[src/rtl/mux2_4.sv]
// WIDTH-bit 2:1 mux with a combinational result, an enabled registered copy and a
// saturating select-change counter. Define MUX2_4_PARITY_EN to add even-parity outputs par/par_q.
module mux2_4 #(
  parameter int WIDTH = 4,
  parameter int CNT_W = 8
) (
  input  logic             clk,
  input  logic             rst_n,
  output logic [WIDTH-1:0] out,
  input  logic [WIDTH-1:0] a,
  input  logic [WIDTH-1:0] b,
  input  logic             s,
  input  logic             en,
  output logic [WIDTH-1:0] out_q,
  output logic [CNT_W-1:0] sel_changes,
  input  logic             clr
`ifdef MUX2_4_PARITY_EN
  ,
  output logic             par,
  output logic             par_q
`endif
);

  localparam logic [CNT_W-1:0] CNT_MAX = {CNT_W{1'b1}};

  logic [WIDTH-1:0] out_q_d;
  logic [CNT_W-1:0] sel_changes_q;
  logic [CNT_W-1:0] sel_changes_d;
  logic             s_prev_q;
  logic             s_prev_d;

  // Conditional operator keeps bits where a and b agree when s is unknown.
  assign out         = s ? b : a;
  assign sel_changes = sel_changes_q;

  // Next-state for the registered result and the select tracker.
  always_comb begin
    out_q_d       = out_q;
    sel_changes_d = sel_changes_q;
    s_prev_d      = s;
    if (en) begin
      out_q_d = out;
    end else begin
      out_q_d = out_q;
    end
    if (clr) begin
      sel_changes_d = {CNT_W{1'b0}};
    end else if ((s != s_prev_q) && (sel_changes_q != CNT_MAX)) begin
      sel_changes_d = sel_changes_q + {{(CNT_W-1){1'b0}}, 1'b1};
    end else begin
      sel_changes_d = sel_changes_q;
    end
  end

  // State registers.
  always_ff @(posedge clk or negedge rst_n) begin
    if (!rst_n) begin
      out_q         <= {WIDTH{1'b0}};
      sel_changes_q <= {CNT_W{1'b0}};
      s_prev_q      <= 1'b0;
    end else begin
      out_q         <= out_q_d;
      sel_changes_q <= sel_changes_d;
      s_prev_q      <= s_prev_d;
    end
  end

`ifdef MUX2_4_PARITY_EN
  function automatic logic even_parity(input logic [WIDTH-1:0] v);
    return ^v;
  endfunction

  logic par_q_d;

  assign par = even_parity(out);

  // Parity register follows out_q under the same enable.
  always_comb begin
    if (en) begin
      par_q_d = par;
    end else begin
      par_q_d = par_q;
    end
  end

  // Parity flop.
  always_ff @(posedge clk or negedge rst_n) begin
    if (!rst_n) begin
      par_q <= 1'b0;
    end else begin
      par_q <= par_q_d;
    end
  end
`endif

endmodule

[config.mk]
export PLATFORM = sky130hd
export DESIGN_NAME = mux2_4
export DESIGN_NICKNAME = d
export VERILOG_FILES = /design/src/rtl/mux2_4.sv
export SDC_FILE = /design/constraint.sdc
export NUM_CORES = 1
export LEC_CHECK = 0
export CAP_MARGIN = 10
export CELL_PAD_IN_SITES_DETAIL_PLACEMENT = 1
export CELL_PAD_IN_SITES_GLOBAL_PLACEMENT = 2
export CORE_ASPECT_RATIO = 0.6
export CORE_MARGIN = 10
export CORE_UTILIZATION = 26
export CTS_CLUSTER_SIZE = 10
export DETAILED_ROUTE_END_ITERATION = 8
export PLACE_DENSITY_LB_ADDON = 0.1
export SETUP_SLACK_MARGIN = 0.15
export SLEW_MARGIN = 30
export SYNTH_ARGS = -nofsm -noshare
export SYNTH_HDL_FRONTEND = slang
export SYNTH_SLANG_ARGS = --single-unit
[constraint.sdc]
create_clock -name clk -period 2.9 [get_ports clk]
set_input_delay 0.58 -clock clk [delete_from_list [all_inputs] [get_ports clk]]
set_output_delay 0.58 -clock clk [all_outputs]
set_load 0.005 [all_outputs]
==> impl_metrics.csv, run 1 <==
group,metric,value,unit
worst_setup_path,crit_path_cell_trace,"clkdlybuf4s50_1, mux2_2, clkdlybuf4s50_1",
floorplanning,die_y,58.5,um
timing,drv_slew,0,
worst_setup_path,timing.rr.end,"sel_changes[1]",
finish,nets,100,
clock_network,hold_buffers,0,
logic_synthesis,syn_nets,68,
clock_network,clk_latency,240,ps
power_and_ir_drop,swShare,22.3,%
worst_setup_path,cp_max_fo,6,
flow_run,cap_violations,0,
routing,wire_per_inst,17.2,um
placed_design,gp_congestion,0.663,
global_route,grt_max_degree,14,
power_and_ir_drop,combinationalPowerShare,20.1,%
clock_network,clk_pin_slew,50,ps
logic_synthesis,async_flop_share,100,%
placed_design,place_area,956,um2
clock_network,cts_tree,"built",
logic_synthesis,syn_avg_cell_area,11.9,um2
global_route,antenna_found_initial,0,
logic_synthesis,ys_warn_count,0,
logic_synthesis,post-synth-top-count-cell,"dfrtp_1",
clock_network,clock_sinks,13,
worst_setup_path,slowest_stage,"clkdlybuf4s50_1",
global_route,grt_pass1_wl,3.25,mm
timing,skew,1.93,ps
logic_synthesis,synth_largest_area_cell,"dfrtp_1",
timing,max_slew.worst_pin.slew,585,ps
placed_design,dp_hpwl,1.68,mm
routing,drt-total-wl,1.98,mm
timing,period_needed,2690,ps
power_and_ir_drop,p_leak,0.422,nW
logic_synthesis,ys_top_cells_by_count,"dfrtp_1, mux2_2, nor2_1, xor2_1, and3_1",
global_route,grt-ovfl-total,0,
logic_synthesis,ys_seq_area_share,50.7,%
clock_network,post_cts_resized,0,
worst_setup_path,r2r-start,"sel_changes[1]",
floorplanning,die_w,84.1,um
power_and_ir_drop,clkPwrFrac,34.5,%
logic_synthesis,ys.flop_type,"dfrtp_1",
finish,drive_above_1_share,15.3,%
logic_synthesis,synth-seq-cells,13,
power_and_ir_drop,internal_power,0.000347,W
logic_synthesis,synth_edf_count,0,
power_and_ir_drop,p_per_area,446,nW/um2
worst_setup_path,crit_type,"in2out",
power_and_ir_drop,sequentialPowerShare,45.4,%
timing,hold_viol_final,0,
hold_path,hold_class,"reg2reg",
worst_setup_path,worstPathRequired,2320,ps
routing,viasPerCell,4.69,
routing,num_vias,539,
worst_setup_path,crit_start,"s",
floorplanning,die-area,4920,um2
worst_setup_path,endpoint_kind,"output pin",
finish,syn2layout_area_growth,55.9,%
timing,rsz0062_at_grt,"no",
outcome,status,"complete, no violations",
floorplanning,start_util,28.4,%
logic_synthesis,netlist.area_leader.share,50.7,%
power_and_ir_drop,net-switching-power,0.0000998,W
timing,finalSetupTns,0,ps
routing,ant_nets,0,
timing,finalCritPeriodShare,92.8,%
floorplanning,io_pins,29,
logic_synthesis,netlist_instances,54,
routing,firstDrtPassIters,3,
worst_setup_path,cpPeakStageDelay,660,ps
worst_setup_path,arrival,2110,ps
clock_network,cts_buffers,3,
floorplanning,rows,13,
worst_setup_path,path_common_cell,"clkdlybuf4s50_1",
timing,max_freq,371,MHz
floorplanning,coreArea,2260,um2
clock_network,max-clock-path-buffers,2,
routing,drc,0,
timing,setup_violations,0,
worst_setup_path,reg2reg_slack,1240,ps
finish,stdcell_area,1000,um2
clock_network,cts_max_level,1,
logic_synthesis,syn-cell-area,642,um2
power_and_ir_drop,vdd_ir_drop_max,0.231,mV
placed_design,portBuffers,28,
logic_synthesis,synthDistinctLibCells,19,
global_route,grt_pass1_vias,604,
worst_setup_path,crit_end,"out[1]",
timing,max_slew_margin,60.9,%
worst_setup_path,start_kind,"input port",
worst_setup_path,reg2regPathDepth,5,
logic_synthesis,synthTopCellsByArea,"dfrtp_1, mux2_2, xor2_1, nor2_1, mux2i_1",
clock_network,cts_setup_buffers,0,
routing,drtIter0Drc,26,
finish,antennaDiodeCount,0,
global_route,track_usage,8.34,%
clock_network,clock-root-buffer,"clkbuf_8",
## through the flow
stage | utilization [%] | total power, W | hold WS, ps | setup WS, ps | cells
global placement | 42.3 | 0.000296 | 494 | 222 | 111
finish | 44.3 | 0.000447 | 501 | 208 | 115
floorplan | - | 0.000234 | 284 | 1420 | 54
CTS | 44.3 | 0.000458 | 507 | 195 | 115
detailed placement | 42.3 | 0.000297 | 494 | 201 | 111
global route | 44.3 | 0.000480 | 531 | 158 | 115
## logic make-up (layout without fill, tap and decap cells)
logic type,Yosys count,in the layout,synth area share [%]
muxes,10,10,17.2
DFF,13,13,50.7
and+or+nand+nor,17,17,13.6
xor gates and xnor gates,6,6,9.36
buffers and inverters,1,32,0.584
AOI/OAI and AO/OA,6,6,6.63
adders and majority gates,1,1,1.95
## area by class of cell
cell class / count / area [um2]
Tap cell: 30 / 37.5
Sequential cell: 13 / 325
Fill cell: 256 / 1260
Multi-Input combinational cell: 40 / 313
Timing Repair Buffer: 28 / 280
Clock buffer: 4 / 45.0
## sequential cells by signal, indices dropped and copies added (netlist names)
signal       count
sel_changes      8
s_prev_q         1
out_q            4
## critical path: cells and delay by family
kind	cells	cell delay (ps)
mux	1	400
buf+inv	2	1130
## power by group through the flow
stage | Clock, W | Combinational, W | Sequential [W]
detailed placement | 0 | 0.0000913 | 0.000206
floorplan | 0 | 0.0000280 | 0.000206
global placement | 0 | 0.0000905 | 0.000205
CTS | 0.000164 | 0.0000917 | 0.000203
global route | 0.000178 | 0.0000968 | 0.000205
finish | 0.000154 | 0.0000899 | 0.000203
## per-layer routing
metal,GRT usage (%),share of wire (%),wire (um),vias to the layer above
met2,13.4,46,909,11
met4,2.85,1.4,27,0
met5,0,0,0,-
met3,2.61,4.1,82,2
li1,-,-,-,256
met1,10.4,48,959,270
## worst min-delay path by stage
stage | start | cells after the start | endpoint | slack (ps)
finish | out_q[0] | 1 | out_q[0] | 500
global route | out_q[2] | 1 | out_q[2] | 530
CTS | out_q[0] | 1 | out_q[0] | 510
detailed placement | out_q[0] | 1 | out_q[0] | 490
global placement | out_q[0] | 1 | out_q[0] | 490
floorplan | rst_n | 0 | out_q[0] | 280
## cell usage in the layout (no fill, tap or decap)
cell and instances:
a21oi_1 1, and3_1 3, clkbuf_1 1, clkbuf_8 3
clkdlybuf4s50_1 28, dfrtp_1 13, ha_1 1, mux2_2 8
mux2i_1 2, nand2_1 1, nand2b_1 1, nand3_1 1
nand4_1 2, nand4b_1 1, nor2_1 7, o211ai_1 2
o211ai_2 1, o21ai_0 2, or3_1 1, xor2_1 5
xor2_2 1
Note: power is estimated with default switching activity, not from simulation.
==> run 2: changes to the inputs <==
CORE_UTILIZATION = 27   (was 26)
CTS_BUF_LIST = sky130_fd_sc_hd__clkbuf_8   (was unset)
==> run 2 against run 1 <==
Combinational power is 2% lower. Clock power rose by 6%. Non-clock buffer count did not move. Critical path depth is the same. Cell area increased by 0.12%. Maximum frequency down 0.19%. Final cell count unchanged. Clock-buffer cell count fell by 1. Routed wire length grew 2.9%. Critical path type unchanged.
==> impl_metrics.csv, run 2 (synthesized netlist as in run 1, its figures left out) <==
group,metric,value,unit
timing,setup_violations,0,
clock_network,clock-root-buffer,"clkbuf_8",
clock_network,cts_tree,"built",
placed_design,dp.cells,111,
routing,viasPerCell,4.76,
worst_setup_path,path_buf_inv,2,
worst_setup_path,arrival,2120,ps
timing,finalCritPeriodShare,93.0,%
worst_setup_path,slowest_stage,"clkdlybuf4s50_1",
worst_setup_path,path_common_cell,"clkdlybuf4s50_1",
routing,drtIter0Drc,9,
finish,largest_reg_flops,8,
finish,syn2layout_area_growth,56.1,%
power_and_ir_drop,p_leak,0.425,nW
clock_network,cts_setup_buffers,0,
flow_run,cap_violations,0,
global_route,grt_pass1_wl,3.42,mm
routing,firstDrtPassIters,4,
finish,nets,100,
placed_design,portBuffers,28,
global_route,grt_max_degree,14,
global_route,grt-ovfl-total,0,
floorplanning,coreArea,2210,um2
timing,max_slew_margin,58.1,%
clock_network,clk_latency,240,ps
global_route,track_usage,8.88,%
timing,skew,1.11,ps
floorplanning,rows,13,
clock_network,cts_max_level,1,
power_and_ir_drop,power,0.000454,W
hold_path,hold_class,"reg2reg",
clock_network,cts_buffers,3,
worst_setup_path,endpoint_kind,"output pin",
finish,fill_cells,264,
power_and_ir_drop,p_per_area,453,nW/um2
floorplanning,die_w,82.9,um
global_route,grt_pass1_vias,610,
placed_design,place_area,956,um2
placed_design,gp_congestion,0.740,
timing,max_freq,371,MHz
worst_setup_path,worstPathRequired,2320,ps
finish,stdcell_area,1000,um2
floorplanning,die-area,4790,um2
timing,hold_viol_final,0,
worst_setup_path,crit_type,"in2out",
finish,instances_no_fill,115,
worst_setup_path,start_kind,"input port",
clock_network,post_cts_resized,0,
floorplanning,io_pins,29,
routing,num_vias,547,
global_route,antenna_found_initial,0,
floorplanning,start_util,29.0,%
worst_setup_path,crit_path_cell_trace,"clkdlybuf4s50_1, mux2_2, clkdlybuf4s50_1",
finish,fin_util,45.3,%
clock_network,clock_sinks,13,
finish,mostFrequentLayoutCell,"clkdlybuf4s50_1",
timing,drv_slew,0,
timing,finalSetupTns,0,ps
worst_setup_path,cpPeakStageDelay,660,ps
outcome,status,"complete, no violations",
clock_network,max-clock-path-buffers,2,
finish,drive_above_1_share,16.5,%
timing,period_needed,2700,ps
routing,drt-total-wl,2.04,mm
routing,drc,0,
clock_network,hold_buffers,0,
timing,rsz0062_at_grt,"no",
floorplanning,die_y,57.8,um
clock_network,clk_pin_slew,60,ps
finish,final_cell_mix,"clkdlybuf4s50_1, dfrtp_1, mux2_2",
worst_setup_path,crit_family,"buffers and inverters",
routing,wire_per_inst,17.7,um
timing,max_slew.worst_pin.slew,627,ps
routing,ant_nets,0,
power_and_ir_drop,vdd_ir_drop_max,0.190,mV
placed_design,dp_hpwl,1.72,mm
worst_setup_path,cp_max_fo,6,
finish,antennaDiodeCount,0,
[run 2: cell count changes in the layout (fill, tap and decap cells not counted), sizes merged]
cell    delta
clkinv     +1
clkbuf     -1
[run 2: layout make-up]
type | count | area [um2] | area share [%]
clock buffers | 3 | 41.3 | 4.12
clock inverters | 1 | 5.00 | 0.499
well taps | 30 | 37.5 | 3.75
multi-input cells | 40 | 313 | 31.2
repair buffers | 28 | 280 | 28.0
flip-flops and latches | 13 | 325 | 32.5
[run 2: report_power, final]
part | internal [W] | total, W | leakage [nW] | switching [W]
logic | 0.0000565 | 0.0000885 | 0.231 | 0.0000320
registers | 0.000194 | 0.000203 | 0.169 | 0.00000943
clock network | 0.0000949 | 0.000163 | 0.0255 | 0.0000680
[run 2: final timing paths]
kind                                start              to  slack (ps)  depth (start not counted)
setup reg to reg           sel_changes[0]  sel_changes[1]        1250                          5
setup / recovery                        s          out[0]         200                          3
hold reg to reg                  out_q[1]        out_q[1]         500                          1
max in group asynchronous           rst_n  sel_changes[2]        1770                          1
min in group asynchronous           rst_n  sel_changes[0]         730                          1
hold / removal                   out_q[1]        out_q[1]         500                          1
[run 2: worst register-to-register path: cells and delay by family (launching register included)]
kind | cells | cell delay (ps)
AOI/OAI and AO/OA | 1 | 380
adders and majority gates | 1 | 250
and+or+nand+nor | 2 | 260
muxes | 1 | 230
DFF | 1 | 410
[run 2: through the flow]
step	setup slack (ps)	hold slack, ps
2_1_floorplan	1420	284
3_5_place_dp	181	495
5_1_grt	158	527
4_1_cts	180	508
3_3_place_gp	214	493
6_report	203	504
[run 2: layer usage]
metal	track usage, %	routed length (um)	part of all wire, %
met1	10.9	950	47
met3	2.37	80	3.9
met4	4.35	31	1.5
met2	14.3	974	48
met5	0	0	0
